**src/rtl/count_ctrl_pkg.sv**
```systemverilog
// Package: count_ctrl_pkg
// Shared state encoding and default parameter values for count_enable_gen and
// its button front end (btn_debounce).
package count_ctrl_pkg;

  // FSM state encoding (plain constants so the encoding stays fixed and visible)
  typedef logic [1:0] state_t;
  localparam state_t IDLE = 2'b00;
  localparam state_t STEP = 2'b01;
  localparam state_t RUN  = 2'b10;

  localparam int unsigned DIV_DEFAULT = 4;
  localparam int unsigned DEB_DEFAULT = 8;

endpackage

```
**src/rtl/btn_debounce.sv**
```systemverilog
// Module: btn_debounce
// Push-button front end: two-flop synchroniser, optional debounce filter and
// rising-edge detector. Emits one registered pulse per accepted press.
//
// Build option: define COUNT_DEBOUNCE_EN to compile in the debounce filter.
// Without it the synchronised level is used directly and DEB_CYCLES is unused.
//
// Parameters:
//   DEB_CYCLES  consecutive differing samples needed to accept a level change (1..255)
// Ports:
//   clk          system clock, rising edge
//   Reset        asynchronous active-low reset
//   btn_in       raw button, active-high, asynchronous to clk
//   press_pulse  one-cycle pulse per accepted press (releases produce nothing)
module btn_debounce
  import count_ctrl_pkg::*;
#(
  parameter int unsigned DEB_CYCLES = DEB_DEFAULT
) (
  input  logic clk,
  input  logic Reset,
  input  logic btn_in,
  output logic press_pulse
);

  if (DEB_CYCLES == 0 || DEB_CYCLES > 255) begin : g_bad_deb_cycles
    $error("btn_debounce: DEB_CYCLES must be in 1..255");
  end

  logic sync1_q, sync2_q;
  logic deb_level;
  logic deb_prev_q, press_q;

  always_ff @(posedge clk or negedge Reset) begin
    if (!Reset) begin
      sync1_q <= 1'b0;
      sync2_q <= 1'b0;
    end else begin
      sync1_q <= btn_in;
      sync2_q <= sync1_q;
    end
  end

`ifdef COUNT_DEBOUNCE_EN
  localparam logic [7:0] DebTarget = 8'(DEB_CYCLES);

  logic       deb_q, deb_d;
  logic [7:0] cnt_q, cnt_d;

  // Count consecutive cycles the synchronised input disagrees with the
  // accepted level; any agreeing cycle restarts the count.
  always_comb begin
    deb_d = deb_q;
    cnt_d = '0;
    if (sync2_q != deb_q) begin
      if (cnt_q + 8'd1 == DebTarget) begin
        deb_d = sync2_q;
      end else begin
        cnt_d = cnt_q + 8'd1;
      end
    end
  end

  always_ff @(posedge clk or negedge Reset) begin
    if (!Reset) begin
      deb_q <= 1'b0;
      cnt_q <= '0;
    end else begin
      deb_q <= deb_d;
      cnt_q <= cnt_d;
    end
  end

  assign deb_level = deb_q;
`else
  assign deb_level = sync2_q;
`endif

  always_ff @(posedge clk or negedge Reset) begin
    if (!Reset) begin
      deb_prev_q <= 1'b0;
      press_q    <= 1'b0;
    end else begin
      deb_prev_q <= deb_level;
      press_q    <= deb_level & ~deb_prev_q;
    end
  end

  assign press_pulse = press_q;

endmodule

```
**src/rtl/count_enable_gen.sv**
```systemverilog
// Module: count_enable_gen
// Turns push-button presses into the Enable strobe for the downstream counter.
// Step mode issues one Enable per press; run mode toggles a free-running Enable
// every DIV cycles on and off with successive presses.
//
// Build option: COUNT_DEBOUNCE_EN compiles the debounce filter into btn_debounce.
//
// Parameters:
//   DIV         run-mode tick period in cycles (2..16)
//   DEB_CYCLES  debounce stability count (1..255), unused without COUNT_DEBOUNCE_EN
// Ports:
//   clk          system clock, rising edge
//   Reset        asynchronous active-low reset
//   btn_in       raw push button, active-high
//   mode         0 = step, 1 = run; sampled only on a press accepted in IDLE
//   Enable       registered strobe to the counter
//   running      high while in RUN
//   press_pulse  one-cycle pulse per accepted press
module count_enable_gen
  import count_ctrl_pkg::*;
#(
  parameter int unsigned DIV        = DIV_DEFAULT,
  parameter int unsigned DEB_CYCLES = DEB_DEFAULT
) (
  input  logic clk,
  input  logic Reset,
  input  logic btn_in,
  input  logic mode,
  output logic Enable,
  output logic running,
  output logic press_pulse
);

  if (DIV < 2 || DIV > 16) begin : g_bad_div
    $error("count_enable_gen: DIV must be in 2..16");
  end

  localparam logic [3:0] DivLast = 4'(DIV - 1);

  logic       press;
  state_t     state_q, state_d;
  logic [3:0] presc_q, presc_d;
  logic       enable_q, enable_d;

  btn_debounce #(
    .DEB_CYCLES (DEB_CYCLES)
  ) u_btn (
    .clk         (clk),
    .Reset       (Reset),
    .btn_in      (btn_in),
    .press_pulse (press)
  );

  // Prescaler is only meaningful in RUN; it is held at 0 elsewhere so that
  // entering RUN always starts a fresh DIV-cycle period.
  always_comb begin
    state_d  = state_q;
    presc_d  = presc_q;
    enable_d = 1'b0;
    case (state_q)
      IDLE: begin
        presc_d = '0;
        if (press) begin
          if (mode) begin
            state_d = RUN;
          end else begin
            state_d  = STEP;
            enable_d = 1'b1;
          end
        end
      end
      STEP: begin
        state_d = IDLE;
        presc_d = '0;
      end
      RUN: begin
        if (press) begin
          // A stop press beats a coincident tick
          state_d = IDLE;
          presc_d = '0;
        end else begin
          enable_d = (presc_q == DivLast);
          presc_d  = (presc_q == DivLast) ? 4'd0 : presc_q + 4'd1;
        end
      end
      default: begin
        state_d = IDLE;
        presc_d = '0;
      end
    endcase
  end

  always_ff @(posedge clk or negedge Reset) begin
    if (!Reset) begin
      state_q  <= IDLE;
      presc_q  <= '0;
      enable_q <= 1'b0;
    end else begin
      state_q  <= state_d;
      presc_q  <= presc_d;
      enable_q <= enable_d;
    end
  end

  assign Enable      = enable_q;
  assign running     = (state_q == RUN);
  assign press_pulse = press;

endmodule

```
**config.mk**
```make
export PLATFORM = sky130hd
export DESIGN_NAME = count_enable_gen
export DESIGN_NICKNAME = d
export VERILOG_FILES = /design/src/rtl/count_ctrl_pkg.sv /design/src/rtl/btn_debounce.sv /design/src/rtl/count_enable_gen.sv
export SDC_FILE = /design/constraint.sdc
export NUM_CORES = 1
export LEC_CHECK = 0
export CAP_MARGIN = 40
export CORE_AREA = 10 10 47 49
export DETAILED_ROUTE_END_ITERATION = 16
export DIE_AREA = 0 0 57 59
export GPL_TIMING_DRIVEN = 0
export HOLD_SLACK_MARGIN = 0.08
export SYNTH_ARGS = -nofsm -noshare
export SYNTH_HDL_FRONTEND = slang
export SYNTH_SLANG_ARGS = --single-unit
```
**constraint.sdc**
```tcl
create_clock -name clk -period 1.6 [get_ports clk]
set_clock_uncertainty 0.1 [all_clocks]
set_input_delay 0.32 -clock clk [delete_from_list [all_inputs] [get_ports clk]]
set_output_delay 0.32 -clock clk [all_outputs]
set_load 0.02 [all_outputs]
```
# [After elaboration in Yosys (flattened, before gate mapping)]
# Index checks and enable logic that the tools add are counted.
[totals] register_bits=11 out_inout_bits=3 inputBits=4 wordCells=27
[classes] add_sub_neg=1 eq_ne=4 muxes=11 bitwise=2 reduce_logical=2
[op_table] cell="two-way mux 4 bit" n=3
[op_table] cell="two-way mux 2 bit" n=3
[op_table] cell="adder 4 x 1 -> 4 bit, second input constant" n=1
[op_table] cell="equality test 4 x 2 -> 1 bit, second input constant" n=1
[op_table] cell="!= test 2 x 1 -> 1 bit, second input constant" n=2
[op_table] cell="one-hot mux 2 bit (2 select lines)" n=1
[op_table] cell="two-way mux 1 bit" n=3
[op_table] cell="equality test 2 bit, second input constant" n=1
[op_table] cell="logical NOT 2 bit" n=1
[op_table] cell="one-hot mux 1 bit (2 select lines)" n=1
[op_table] cell="AND reduction 2 bit" n=1
[op_table] cell="bitwise AND 1 bit" n=1
[op_table] cell="NOT 1 bit" n=1

# [Longest topological paths before layout]
[depth] ltp_word=4 ltp_mapped=3 depth_no_buf=3

# [Hierarchy]
# Synthesis repeated with hierarchy kept, for this count alone.
[hier_totals] cells_unflattened=31 hier_area_um2=437.9
[modules_own_cells] mod="count_enable_gen" seq_area_each_um2=175.2 area_each_um2=324.1 instances=1 cells_each=26
[modules_own_cells] mod="btn_debounce" seq_area_each_um2=100.1 area_each_um2=113.9 instances=1 cells_each=5

# [Least setup slack after synthesis]
# No wires, ideal clock.
[synth_path] path_kind="reg-to-reg" start="register presc_q[0]" end="register presc_q[0]" setup_ps=121 stages_incl_launch_ff=4 path_buffers=0 setup_slack_ps=259 t_required_ps=1379 arrival_ps=1121 synth_period_minus_slack_ps=1341 cell_sequence="dfrtp_1 ha_1 or3b_2 nor3b_2"
[synth_between] elab_chain_len=4 elab_cells_between_ends=5 cone_classes="1 x add/sub; 1 x eq/ne; 3 x mux"
[synth_rtl] item="from (decl)" line="count_enable_gen.sv:42" rtl="logic [3:0] presc_q, presc_d;"
[synth_rtl] item="from (signal assigned)" line="count_enable_gen.sv:100" rtl="presc_q <= presc_d;"
[synth_rtl] item="adder 4 x 1 -> 4 bit or equality test 4 x 2 -> 1 bit (tied branches)" line="count_enable_gen.sv:83" rtl="presc_d = (presc_q == DivLast) ? 4'd0 : presc_q + 4'd1;"
[synth_rtl] item="two-way mux 4 bit *" line="count_enable_gen.sv:83"
[synth_rtl] item="two-way mux 4 bit *" line="count_enable_gen.sv:77" rtl="if (press) begin"
[synth_rtl] item="two-way mux 4 bit *" line="count_enable_gen.sv:60" rtl="case (state_q)"
[synth_rtl] item="named net presc_d[0]" line="count_enable_gen.sv:42"
# The timed path passes the listed nets; every way through them passes the cells marked *.
# A chain may end at the register's enable or synchronous reset.

# [Final worst setup path]
[layout_path] start="register state_q[0]" end="output port running"
[layout_between] elab_chain_len=1
[layout_rtl] item="from (decl)" line="count_enable_gen.sv:41" rtl="state_t state_q, state_d;"
[layout_rtl] item="from (signal assigned)" line="count_enable_gen.sv:99" rtl="state_q <= state_d;"
[layout_rtl] item="equality test 2 bit" line="count_enable_gen.sv:106" rtl="assign running = (state_q == RUN);"
[layout_rtl] item="to (decl)" line="count_enable_gen.sv:30" rtl="output logic running,"
# Every way passes these cells.

==> metrics.md <==
| Metric | Value |
|---|---|
| Vias in the first global route | `approximately 270` |
| Fin crit period | `~1.5 ns` |
| Main combinational cell family by area after synthesis | `simple AND/OR/NAND/NOR gates` |
| Vias per std cell | `between 4 and 5` |
| Post-Synth Simple-Gate Area | `0.256` |
| Full die area | `between 0.003 and 0.004 sq mm` |
| Final ANT Viol Nets | `0` |
| Critical R2R Capture | `presc_q[0]$_DFF_PN0_` |
| Max cap viols | `0` |
| Leak | `between 0.0002 and 0.00025 uW` |
| FF+latch area | `between 200 and 300 sq um` |
| 1st-iter DRT viols | `10` |
| CP Capture Type | `primary output` |
| Slew Viols, Final | `0` |
| R2r worst-path depth | `3` |
| Critical path class | `flip-flop to primary output` |
| Area of the multi-input gates | `between 150 and 200 sq um` |
| Share of layout cells above drive strength 1 | `0.238` |
| GP Congestion | `roughly 0.73` |
| Syn_area_per_cell | `roughly 14 sq um` |
| Status | `completed` |
| Non-Filler Instances | `58` |
| Startpoint types | `flip-flop` |
| Buf/Inv on CP | `1` |
| Nets | `48` |
| Largest net degree at the start of global routing | `12` |
| Fillers | `between 150 and 200` |
| Met2 WL | `roughly 340 um` |
| Fmax | `655 MHz` |
| Wl on met1 | `just over 300 um` |
| # rows | `14` |
| CTS Buffer Depth | `2` |
| Final Hold Viols | `0` |
| Data arrival, critical path | `roughly 1.1 ns` |
| Top Ports | `7` |
| Cells after synthesis | `31` |
| Antenna fix cells | `0` |
| Crit-path leading delay family | `flip-flops` |
| Syn. warnings | `0` |
| Drt pass-1 iters | `4` |
| Compound-Gate Fraction of Synth Area | `0.0407` |
| Antenna violations before repair | `0` |
| Root buffer cell | `clkbuf_4` |
| Hold WS | `0.255 ns` |
| CTS tree | `built` |
| Worst Hold End | `u_btn.deb_level$_DFF_PN0_` |
| P&R area growth vs syn | `26.5%` |
| Post-synth cell types | `17` |
| Post-Synth Adder-Cell Area | `0.0291` |
| Routed WL per cell | `around 12 um` |
| CP max FO | `6` |
| Placed instance count | `53` |
| Top sig layer | `met3` |
| Worst hold path stage count | `0` |
| H-tree lvl count | `1` |
| Post-DP HPWL | `~520 um` |
| Hold path startpoint | `u_btn.sync1_q$_DFF_PN0_` |
| Total GRT Usage | `0.0462` |
| FF+latch count, synth | `11` |
| Core Area | `0.00140 sq mm` |
| CTS Buf Count | `3` |
| Slowest stage delay, CP | `approximately 0.44 ns` |
| Relative slew slack | `0.677` |
| Worst-path clk slew | `0.07 ns` |
| P per Cell Area | `1040 mW/mm^2` |
| Syn nets | `36` |
| Post-synthesis sequential area ratio | `0.640` |
| Clk Latency, worst-skew pair | `approximately 0.27 ns` |
| I/O Buffers | `6` |
| First-pass GRT wire length | `1190 um` |
| Initial Util | `0.307` |
| Cells along the critical path | `nor2b_1, clkdlybuf4s15_2` |
| VDD IR-drop max | `438 uV` |
| Multiplexer area fraction after synthesis | `0.0262` |
| Vias post-DR | `between 200 and 300` |
| Req. time, crit path | `~1.2 ns` |
| Worst Tran Pin Value | `about 0.48 ns` |
| Xor/xnor cell area share of the yosys netlist | `0` |
| CP max stage cell | `dfrtp_2` |
| GRT Residual Overflow | `0` |
| Tcrit/Tclk final | `0.954` |
| Flop-to-flop setup slack | `approximately 0.18 ns` |
| Post-Route WL | `roughly 700 um` |
| Chip Width | `~57 um` |
| RSZ-0062 raised after global routing | `false` |
| Die span in y | `59 um` |
| Setup Viol. Count Final | `0` |
| DRC Markers | `0` |
| Synthesized area | `430 sq um` |
| Reg2reg start | `presc_q[0]$_DFF_PN0_` |
| Layout Utilization | `0.388` |
| Cts hold-fix bufs | `0` |
| Hold crit path type | `flip-flop to flip-flop` |
| Met3 WL | `~62 um` |
| Clk sinks | `11` |
-- kinds of logic after synthesis --
family / Yosys count
flops: 11
mux: 1
simple gates: 14
buf+inv: 1
compound gates: 3
fa+ha+maj: 1
-- stage by stage --
step | total power [uW] | TNS [ns] | setup slack (ns) | area [sq um]
floorplan | 347 | 0 | 0.259 | 430
global placement | 377 | 0 | 0.0443 | 510
detailed placement | 380 | -0.00313 | -0.00313 | 510
CTS | 568 | 0 | 0.0376 | 536
global route | 593 | 0 | 0.00287 | 544
finish | 563 | 0 | 0.0739 | 544
-- cell usage after synthesis (all sizes together) --
master	instances	area, sq um
a21oi	2	10.0
dfrtp	11	275
ha	1	12.5
inv	1	3.75
mux2	1	11.3
nand2b	1	6.26
nand3	1	5.00
nand3b	2	15.0
nor2	1	3.75
nor2b	2	12.5
nor3b	1	12.5
nor4b	2	17.5
nor4bb	1	10.0
o21bai	1	7.51
or2b	1	7.51
or3b	2	20.0
-- final cells by class --
cell class / count / area share
clock buffers: 4 / 0.0483
inverters: 1 / 0.00690
multi-input cells: 19 / 0.278
flip-flops and latches: 11 / 0.508
well taps: 16 / 0.0368
repair buffers: 7 / 0.122
-- flip-flops by register name, indices dropped and copies added, names as in the netlist --
signal	count
u_btn.deb_level	1
u_btn.sync1_q	1
presc_q	4
Enable	1
u_btn.press_pulse	1
u_btn.deb_prev_q	1
state_q	2
-- power by group --
group	total, uW	switching (uW)	internal (uW)
Clock	187	90.4	96.3
Combinational	70.8	31.9	39.0
Sequential	306	12.1	294
-- worst max path at each step --
stage | cells after the start | startpoint | end
after floorplan | 3 | presc_q[0]$_DFF_PN0_ | presc_q[0]$_DFF_PN0_
after global placement | 2 | state_q[0]$_DFFE_PN0P_ | running
after detailed placement | 2 | state_q[1]$_DFFE_PN0P_ | running
after CTS | 2 | state_q[1]$_DFFE_PN0P_ | running
after global routing | 2 | state_q[0]$_DFFE_PN0P_ | running
final | 2 | state_q[0]$_DFFE_PN0P_ | running
-- layout by cell type (no fill, tap or decap), drive strengths merged --
cell type      count
a21oi              2
buf                1
clkbuf             4
clkdlybuf4s15      1
clkdlybuf4s50      3
dfrtp             11
dlygate4sd2        2
ha                 1
inv                1
mux2               1
nand2b             1
nand3              1
nand3b             2
nor2               1
nor2b              2
nor3b              1
nor4b              2
nor4bb             1
o21bai             1
or2b               1
or3b               2
-- layer usage --
layer / global-route usage / vias up
li1: - / 132
met1: 0.0498 / 140
met2: 0.0636 / 7
met3: 0.0258 / 0
met4: 0.0403 / 0
met5: 0 / -
-- worst reg2reg max path, stage by stage (launching register included) --
cell	delay, ns
dfrtp_1	0.39
ha_1	0.19
or3b_2	0.46
nor3b_2	0.17
-- repair_timing --
item,in CTS,in global routing
resized for setup,5,1
pin swaps,0,0
setup endpoints to repair,3,1
setup buffers,0,1
Note: power is estimated with default switching activity, not from simulation.
